===== src/rtl/uart_tx.sv =====
// uart_tx: byte FIFO feeding an 8N1 serial transmitter (start, 8 data LSB first, stop).
// Ports:
//   clk      - system clock, rising edge
//   rst      - asynchronous active-high reset
//   wr_en    - push wr_data into the FIFO (dropped when full)
//   wr_data  - byte to queue
//   full     - FIFO holds 2^FIFO_DEPTH_LOG2 bytes
//   count    - number of bytes queued
//   busy     - frame in progress or bytes pending
//   tx       - registered serial line, idle high
module uart_tx #(
    parameter int unsigned BAUD_DIV        = 868,
    parameter int unsigned FIFO_DEPTH_LOG2 = 3
) (
    input  logic                       clk,
    input  logic                       rst,
    input  logic                       wr_en,
    input  logic [7:0]                 wr_data,
    output logic                       full,
    output logic [FIFO_DEPTH_LOG2:0]   count,
    output logic                       busy,
    output logic                       tx
);

    localparam int unsigned PW    = FIFO_DEPTH_LOG2;
    localparam int unsigned CW    = FIFO_DEPTH_LOG2 + 1;
    localparam int unsigned BW    = 16;
    localparam int unsigned DEPTH = 32'd1 << FIFO_DEPTH_LOG2;
    localparam logic [BW-1:0] BAUD_RELOAD = BW'(BAUD_DIV - 1);

    typedef enum logic [1:0] {IDLE, START, DATA, STOP} state_e;

    state_e          state_q, state_d;
    logic [BW-1:0]   baud_q, baud_d;
    logic [2:0]      bit_q, bit_d;
    logic [7:0]      shift_q, shift_d;
    logic [PW-1:0]   rd_q, rd_d;
    logic [PW-1:0]   wr_q, wr_d;
    logic [CW-1:0]   count_q, count_d;
    logic            full_q, full_d;
    logic            busy_q, busy_d;
    logic            tx_q, tx_d;
    logic            push, pop, has_data;
    logic [7:0]      mem_q [DEPTH];

    assign full  = full_q;
    assign count = count_q;
    assign busy  = busy_q;
    assign tx    = tx_q;

    // Next-state: frame sequencing, FIFO pointer/count update and registered outputs.
    always_comb begin
        state_d  = state_q;
        baud_d   = baud_q;
        bit_d    = bit_q;
        shift_d  = shift_q;
        rd_d     = rd_q;
        wr_d     = wr_q;
        pop      = 1'b0;
        push     = wr_en && !full_q;
        has_data = (count_q != '0);

        case (state_q)
            IDLE: begin
                if (has_data) begin
                    pop     = 1'b1;
                    state_d = START;
                    baud_d  = BAUD_RELOAD;
                end
            end
            START: begin
                if (baud_q == '0) begin
                    state_d = DATA;
                    bit_d   = 3'd0;
                    baud_d  = BAUD_RELOAD;
                end else begin
                    baud_d = baud_q - BW'(1);
                end
            end
            DATA: begin
                if (baud_q == '0) begin
                    baud_d = BAUD_RELOAD;
                    if (bit_q == 3'd7) begin
                        state_d = STOP;
                    end else begin
                        bit_d = bit_q + 3'd1;
                    end
                end else begin
                    baud_d = baud_q - BW'(1);
                end
            end
            STOP: begin
                // Chain straight into the next start bit when more data is waiting.
                if (baud_q == '0) begin
                    baud_d = BAUD_RELOAD;
                    if (has_data) begin
                        pop     = 1'b1;
                        state_d = START;
                    end else begin
                        state_d = IDLE;
                    end
                end else begin
                    baud_d = baud_q - BW'(1);
                end
            end
            default: state_d = IDLE;
        endcase

        if (pop) begin
            shift_d = mem_q[rd_q];
            rd_d    = rd_q + PW'(1);
        end
        if (push) begin
            wr_d = wr_q + PW'(1);
        end

        count_d = count_q + CW'(push) - CW'(pop);
        full_d  = (count_d == CW'(DEPTH));
        busy_d  = (state_d != IDLE) || (count_d != '0);

        case (state_d)
            START:   tx_d = 1'b0;
            DATA:    tx_d = shift_d[bit_d];
            default: tx_d = 1'b1;
        endcase
    end

    // State and output registers.
    always_ff @(posedge clk or posedge rst) begin
        if (rst) begin
            state_q <= IDLE;
            baud_q  <= '0;
            bit_q   <= '0;
            shift_q <= '0;
            rd_q    <= '0;
            wr_q    <= '0;
            count_q <= '0;
            full_q  <= 1'b0;
            busy_q  <= 1'b0;
            tx_q    <= 1'b1;
        end else begin
            state_q <= state_d;
            baud_q  <= baud_d;
            bit_q   <= bit_d;
            shift_q <= shift_d;
            rd_q    <= rd_d;
            wr_q    <= wr_d;
            count_q <= count_d;
            full_q  <= full_d;
            busy_q  <= busy_d;
            tx_q    <= tx_d;
        end
    end

    // FIFO storage; contents need no reset since count gates every read.
    always_ff @(posedge clk) begin
        if (push) begin
            mem_q[wr_q] <= wr_data;
        end
    end

endmodule


===== config.mk =====
export PLATFORM = sky130hd
export DESIGN_NAME = uart_tx
export DESIGN_NICKNAME = d
export VERILOG_FILES = /design/src/rtl/uart_tx.sv
export SDC_FILE = /design/constraint.sdc
export NUM_CORES = 1
export LEC_CHECK = 0
export ABC_AREA = 1
export BUFFER_PORTS_ARGS = -buffer_cell sky130_fd_sc_hd__buf_4
export CAP_MARGIN = 20
export CELL_PAD_IN_SITES_DETAIL_PLACEMENT = 0
export CELL_PAD_IN_SITES_GLOBAL_PLACEMENT = 1
export CORE_ASPECT_RATIO = 1.5
export CORE_MARGIN = 5
export CORE_UTILIZATION = 49
export DETAILED_ROUTE_END_ITERATION = 16
export PLACE_DENSITY_LB_ADDON = 0.1
export RECOVER_POWER = 100
export SLEW_MARGIN = 20
export SYNTH_ARGS = -nofsm -noshare
export SYNTH_HDL_FRONTEND = slang
export SYNTH_SLANG_ARGS = --single-unit

===== constraint.sdc =====
create_clock -name clk -period 4.5 [get_ports clk]
set_clock_uncertainty 0.1 [all_clocks]
set_input_delay 0.45 -clock clk [delete_from_list [all_inputs] [get_ports clk]]
set_output_delay 0.45 -clock clk [all_outputs]
set_load 0.01 [all_outputs]

Yosys cells after proc, flatten, opt, wreduce, memory -nomap -nowiden
Memories as Yosys holds them, arrays and structs flattened.
Cells that the tools add are included.
- output and inout bits: 7
- input bits: 11
- bits in writable memories: 64
- register bits after elaboration: 42
- logic and storage cells: 58
- memories kept: 1
- memory list (memory ; words ; width ; read ports ; clocked after Yosys merged registers in ; wr ports ; line ; source):
    mem_q ; 8 ; 8 ; 1 ; 0 ; 1 ; 44 ; logic [7:0] mem_q [DEPTH];
- equality and inequality tests: 8
- add/sub/neg operators: 6
- mux-type cells: 23
- $lt $le $gt $ge: 1
- reduce and logical (&&, ||, !) cells: 9
- operators by type and width (kind ; number):
    16-bit 2-to-1 mux ; 2
    16-bit one-hot mux with 2 select lines ; 1
    16-bit logical NOT ; 1
    16-bit by 1-bit subtractor with 16-bit output (second input constant) ; 1
    2-bit 2-to-1 mux ; 5
    3-bit by 1-bit adder with 3-bit output (second input constant) ; 3
    3-bit 2-to-1 mux ; 3
    8-bit 2-to-1 mux ; 1
    2-bit one-hot mux with 4 select lines ; 1
    4-bit nonzero test ; 2
    2-bit == test (second input constant) ; 3
    1-bit 2-to-1 mux ; 6
    3-bit one-hot mux with 2 select lines ; 1
    4-bit by 1-bit adder with 4-bit output ; 1
    2-bit by 1-bit == test with 1-bit output (second input constant) ; 2
    4-bit == test (second input constant) ; 1
    3-bit by 4-bit less-than comparator with 1-bit output (second input constant) ; 1
    1-bit one-hot mux with 2 select lines ; 2
    4-bit by 1-bit subtractor with 4-bit output ; 1
    1-bit binary-select mux with 3-bit select ; 1
    3-bit == test (second input constant) ; 1
    3-bit OR reduction ; 1
    2-bit logical NOT ; 1
    2-bit != test (second input constant) ; 1
    4 further kinds ; 4

Logic depth before layout (Yosys ltp)
- depth in word-level cells: 8
- depth in mapped cells: 18
- depth with buffers taken out: 17

Worst setup path before layout
OpenSTA, ideal clock, no wires.
- kind: register to register
- start: register baud_q[0]
- end: register busy_q (netlist: busy)
- cell stages (with the launch flop): 19
- required time: 4.275 ns
- arrival: 2.788 ns
- path buffers: 1
- slack: 1.486 ns
- period minus slack after synthesis: 3.014 ns
- library setup time: 0.125 ns
- cell sequence: dfrtp_1 -> inv_1 -> ha_1 -> nand2_1 -> nor2_4 -> nand3_4 -> nand2_4 -> nand2_4 -> buf_6 -> nor2_1 -> inv_1 -> nand2_1 -> ha_1 -> inv_1 -> fa_1 -> inv_1 -> or3_1 -> nor2_1 -> nand3_1
- longest elaborated chain between the ends: 6
- elaborated cells on any way between the ends: 11
- those cells by class: add/sub (1); mux (6); reduce/logical (4)
- ends and longest elaborated chain (element ; line ; source):
    start, declared ; 34 ; logic [BW-1:0] baud_q, baud_d;
    start signal, assigned ; 143 ; baud_q <= baud_d;
    16-bit logical NOT ; 94 ; if (baud_q == '0) begin
    1-bit 2-to-1 mux ; 94 ;
    1-bit one-hot mux with 2 select lines ; 63 ; case (state_q)
    4-bit by 1-bit subtractor with 4-bit output ; 117 ; count_d = count_q + CW'(push) - CW'(pop);
    net count_d[1] ; 39 ; logic [CW-1:0] count_q, count_d;
    4-bit nonzero test ; 119 ; busy_d = (state_d != IDLE) || (count_d != '0);
    1-bit logical OR ; 119 ;
    net busy_d ; 41 ; logic busy_q, busy_d;
    end signal, assigned ; 150 ; busy_q <= busy_d;
    end, declared ; 41 ;
The timed path passes the listed nets, and every way through them passes these cells.
A chain may end at the register's enable or synchronous reset.

Final worst setup path
Ends and elaborated chain as after synthesis.

==> results.md <==
- The cell taking the most area after synthesis is sky130_fd_sc_hd__edfxtp_1.
- The shortest clock period the worst path allows after layout is 3.43 ns.
- Derived from the worst setup path, the maximum achievable clock frequency is 0.292 GHz.
- For this block, the routed nets add up to 9.88 mm of wire.
- The cell family contributing the most delay on the critical path is simple AND/OR/NAND/NOR gates.
- The number of buffers and inverters on the critical path is 4.
- In this run the number of cells on the critical path is 17.
- Yosys attributes the largest share of cell area to sky130_fd_sc_hd__edfxtp_1 38%, sky130_fd_sc_hd__dfrtp_1 20%, sky130_fd_sc_hd__nand2_1 12%.
- TritonCTS built the clock tree.
- The number of CTS-inserted buffers is 9.
- The proportion of power drawn by combinational gates is 14.7%.
- The register-to-register setup slack is 1.07 ns.
- The floorplan has 45 rows.
- The via total after detailed routing is 3,443.
- From bottom edge to top edge, the die measures 134 um.
- For this run, asynchronously set or reset flops after synthesis account for 39.6%.
- The required time at the worst-slack endpoint is 4.63 ns.
- The via count of the first global-routing pass was 3,510.
- After detailed routing, the number of vias per cell comes to 5.06.
- The worst slew margin relative to its limit is -52.6%.
- Counting every net in the synthesized netlist gives 564.
- The most used flip-flop cell after synthesis is sky130_fd_sc_hd__edfxtp_1.
- After synthesis the cells add up to 5040 sq um.
- The signal on the critical path passes through inv_1, ha_1, nand2_1, nor2_1, nand3_4, nand2_4, nand2_4, nor2_1, inv_1, nand2_1, ha_1, inv_1, fa_1, inv_1, or3_1, nor2_1, nand3_1.
- On the critical path, the stage with the largest delay is an instance of sky130_fd_sc_hd__fa_1.
- The post-CTS resize count is 0.
- The startpoint of the worst-slack reg-to-reg timing path is baud_q[0]$_DFFE_PP0P_.
- The initial antenna violation count came to 0.
- The synthesis-to-layout area growth is 8.53%.
- The number of nets with antenna violations after detailed routing is 0.
- The arrival time at the worst endpoint is 3.56 ns.
- The maximum fanout encountered on the critical timing path is 12.
- Cells with a size suffix above 1 make up 6.22% of the layout.
- The Yosys warning count is 0.
- Setup violations remaining at the end of the flow were counted as 0.
- The number of setup buffers added after CTS is 0.
- The first global-routing pass estimated 16.9 mm of wire.
- The number of max-cap violations is 1.
- The number of levels in the clock H-tree is 3.
- The worst-case IR drop observed on VDD is 0.000283 V.
- Setup repair after global routing left no endpoint under its margin.
- Sorting the synthesized cells by how often they occur yields 160 x sky130_fd_sc_hd__nand2_1, 74 x sky130_fd_sc_hd__inv_1, 64 x sky130_fd_sc_hd__edfxtp_1.
- The critical path is of the register to register type.
- For this run, design rule violations remaining after detail routing come to 0.
- The beginning of the critical path is baud_q[0]$_DFFE_PP0P_.
- In this run, flip-flops and latches consume 52.6% of the power.
- Per report_power, the clock group accounts for 32.7% of the total.
- After synthesis the netlist holds a flip-flop and latch count of 106.
- The top cell type's share of synthesized area is 38.1%.
- After layout, the worst path uses 76.2% of the clock period.
- The number of antenna cells inserted is 0.
- The most common cell type on the critical path is sky130_fd_sc_hd__inv_1.
- The final count of hold timing violations is 0.
- The port buffer count is 17.
- The setup slack at placement is 1.24 ns.
- The switching component of the power is 0.630 mW.
- The number of cells traversed by the worst register-to-register path is 17.
- The number of cells produced by synthesis is 539.
- The post-detailed-route wirelength per cell is 14.5 um.
- In this run, synthesis inferred 64 flip-flops with an integrated enable.
- The number of buffers inserted for hold repair after clock tree synthesis is 0.
- In this run the critical register-to-register path is captured at busy$_DFF_PP0_.
- For the worst-skew pair, the clock arrives at the later sink with an insertion delay of 0.35 ns.
- The internal power of the cells totals 1.64 mW.
- For this run, the post-layout net count is 583.
- The count of pins on the block boundary is 18.
- The clock root buffer master is sky130_fd_sc_hd__clkbuf_16.
- The most critical setup path has its endpoint at busy$_DFF_PP0_.
- The number of iterations in the first detailed-routing pass is 4.
- The total grt overflow is 0.
- Yosys instantiated no cell more often than sky130_fd_sc_hd__nand2_1.
- The share of the Yosys chip area taken by registers is 59.0%.
- The maximum number of buffers from clock root to sink is 2.
- The setup slack after layout is 1.07 ns.
- The area of the die is 12,500 sq um.
- The average cell area after synthesis is 9.36 sq um.
- The transition time of the tightest slew-check pin is 2.29 ns.
- The starting utilization of the core area is 50.0%.
- The final sum of negative setup slack is 0 ns.
- The floorplan step set the die width to 92.8 um.
- The final number of max-transition violations is 43.
- For this run, the slowest stage of the critical path takes 0.47 ns.
- The core region is 10,100 sq um.
- The total track usage is 17.6%.
- The global placement routability congestion is 0.783.
- The checks that failed: capacitance limit, slew limit.
- The power density over the cells is 415 nW/um^2.
- Clock-pin slew was measured on the worst setup and hold paths at 0.07 ns.
- The number of distinct library cells after synthesis is 37.
- The flow ran to the end, but the final reports show violations.
- The kind of launch point of the worst setup path is a register.
- The clock net in this run drives a total of 106 sinks.
- The fraction of power spent switching nets is 27.7%.
- Counting instances, the worst hold path has a depth of 1.
- The initial detailed-routing violation count is 123.
- The type of the worst min-delay path is input port to register.
- Entering global routing, the biggest net connects 43 pins.
- The wire-length estimate of the detail-placed layout is 6.94 mm.
- The cell leakage power is 2.49 nW.
- The worst setup path is captured at a register.
final cells by class:
class | instances | area (sq um)
repair buffers | 21 | 93.8
multi-input cells | 344 | 1700
well taps | 117 | 146
fillers | 956 | 4600
clock inverters | 7 | 51.3
clock buffers | 9 | 225
inverters | 76 | 285
flip-flops and latches | 106 | 2970
state kept, by name (all words and copies together) (netlist names):
register	cells
wr_q	3
tx	1
busy	1
shift_q	8
mem_q	64
bit_q	3
count	4
baud_q	16
full	1
state_q	2
rd_q	3
cell families after synthesis:
logic type / after synthesis / synth area share (%)
compound gates: 41 / 4.81
xor+xnor: 11 / 1.91
fa+ha+maj: 14 / 3.62
buf+inv: 89 / 6.97
flops: 106 / 59.0
simple gates: 278 / 23.7
power groups by stage:
stage | clock network, mW | logic (mW) | registers [mW]
after floorplan | 0 | 0.231 | 1.22
after CTS | 0.759 | 0.360 | 1.20
after global routing | 0.809 | 0.383 | 1.21
after detailed placement | 0 | 0.360 | 1.22
after global placement | 0 | 0.352 | 1.22
final | 0.743 | 0.333 | 1.20
worst min-delay path by stage:
stage	slack, ns	startpoint	endpoint
after floorplan	0.34	shift_q[5]$_DFF_PP0_	shift_q[5]$_DFF_PP0_
after global placement	0.35	shift_q[4]$_DFF_PP0_	shift_q[4]$_DFF_PP0_
after detailed placement	0.36	shift_q[6]$_DFF_PP0_	shift_q[6]$_DFF_PP0_
after CTS	0.15	rst	baud_q[0]$_DFFE_PP0P_
after global routing	0.35	wr_data[6]	mem_q[6][6]$_DFFE_PP_
final	0.34	wr_data[2]	mem_q[3][2]$_DFFE_PP_
through the flow:
| stage | hold WS [ns] | util, % | instance area [sq um] | power, mW | instances |
|---|---|---|---|---|---|
| finish | 0.344 | 54.3 | 5470 | 2.27 | 680 |
| global route | 0.352 | 54.3 | 5470 | 2.40 | 680 |
| CTS | 0.146 | 55.1 | 5560 | 2.32 | 680 |
| detailed placement | 0.357 | 52.4 | 5280 | 1.58 | 664 |
| global placement | 0.351 | 52.4 | 5280 | 1.57 | 664 |
| floorplan | 0.337 | - | 5040 | 1.45 | 539 |
routing by layer:
layer	GRT usage (%)	wire length [um]
met3	3.59	197
met1	20.0	4090
met4	5.54	146
met2	32.5	5450
met5	0	0
cells in the final DEF (no fill, tap or decap), types with 2 or more instances in the layout:
master                        n
sky130_fd_sc_hd__nand2_2      3
sky130_fd_sc_hd__a21oi_1      9
sky130_fd_sc_hd__xnor2_1      3
sky130_fd_sc_hd__a31o_2       2
sky130_fd_sc_hd__clkbuf_16    9
sky130_fd_sc_hd__inv_1       73
sky130_fd_sc_hd__clkinv_2     3
sky130_fd_sc_hd__nand2_1    162
sky130_fd_sc_hd__nand4_1      4
sky130_fd_sc_hd__nor2_2       2
sky130_fd_sc_hd__nor2_4       3
sky130_fd_sc_hd__ha_1        13
sky130_fd_sc_hd__inv_6        2
sky130_fd_sc_hd__dfrtp_1     41
sky130_fd_sc_hd__nor3_1       2
sky130_fd_sc_hd__o21ai_0     21
sky130_fd_sc_hd__edfxtp_1    64
sky130_fd_sc_hd__a31oi_1      2
sky130_fd_sc_hd__clkbuf_1    17
sky130_fd_sc_hd__nand2_4      2
sky130_fd_sc_hd__clkinv_1     3
sky130_fd_sc_hd__nor2_1      51
sky130_fd_sc_hd__nand3_1     45
sky130_fd_sc_hd__xor2_1       8
sky130_fd_sc_hd__buf_4        3
Power figures use the tool's default switching activity.
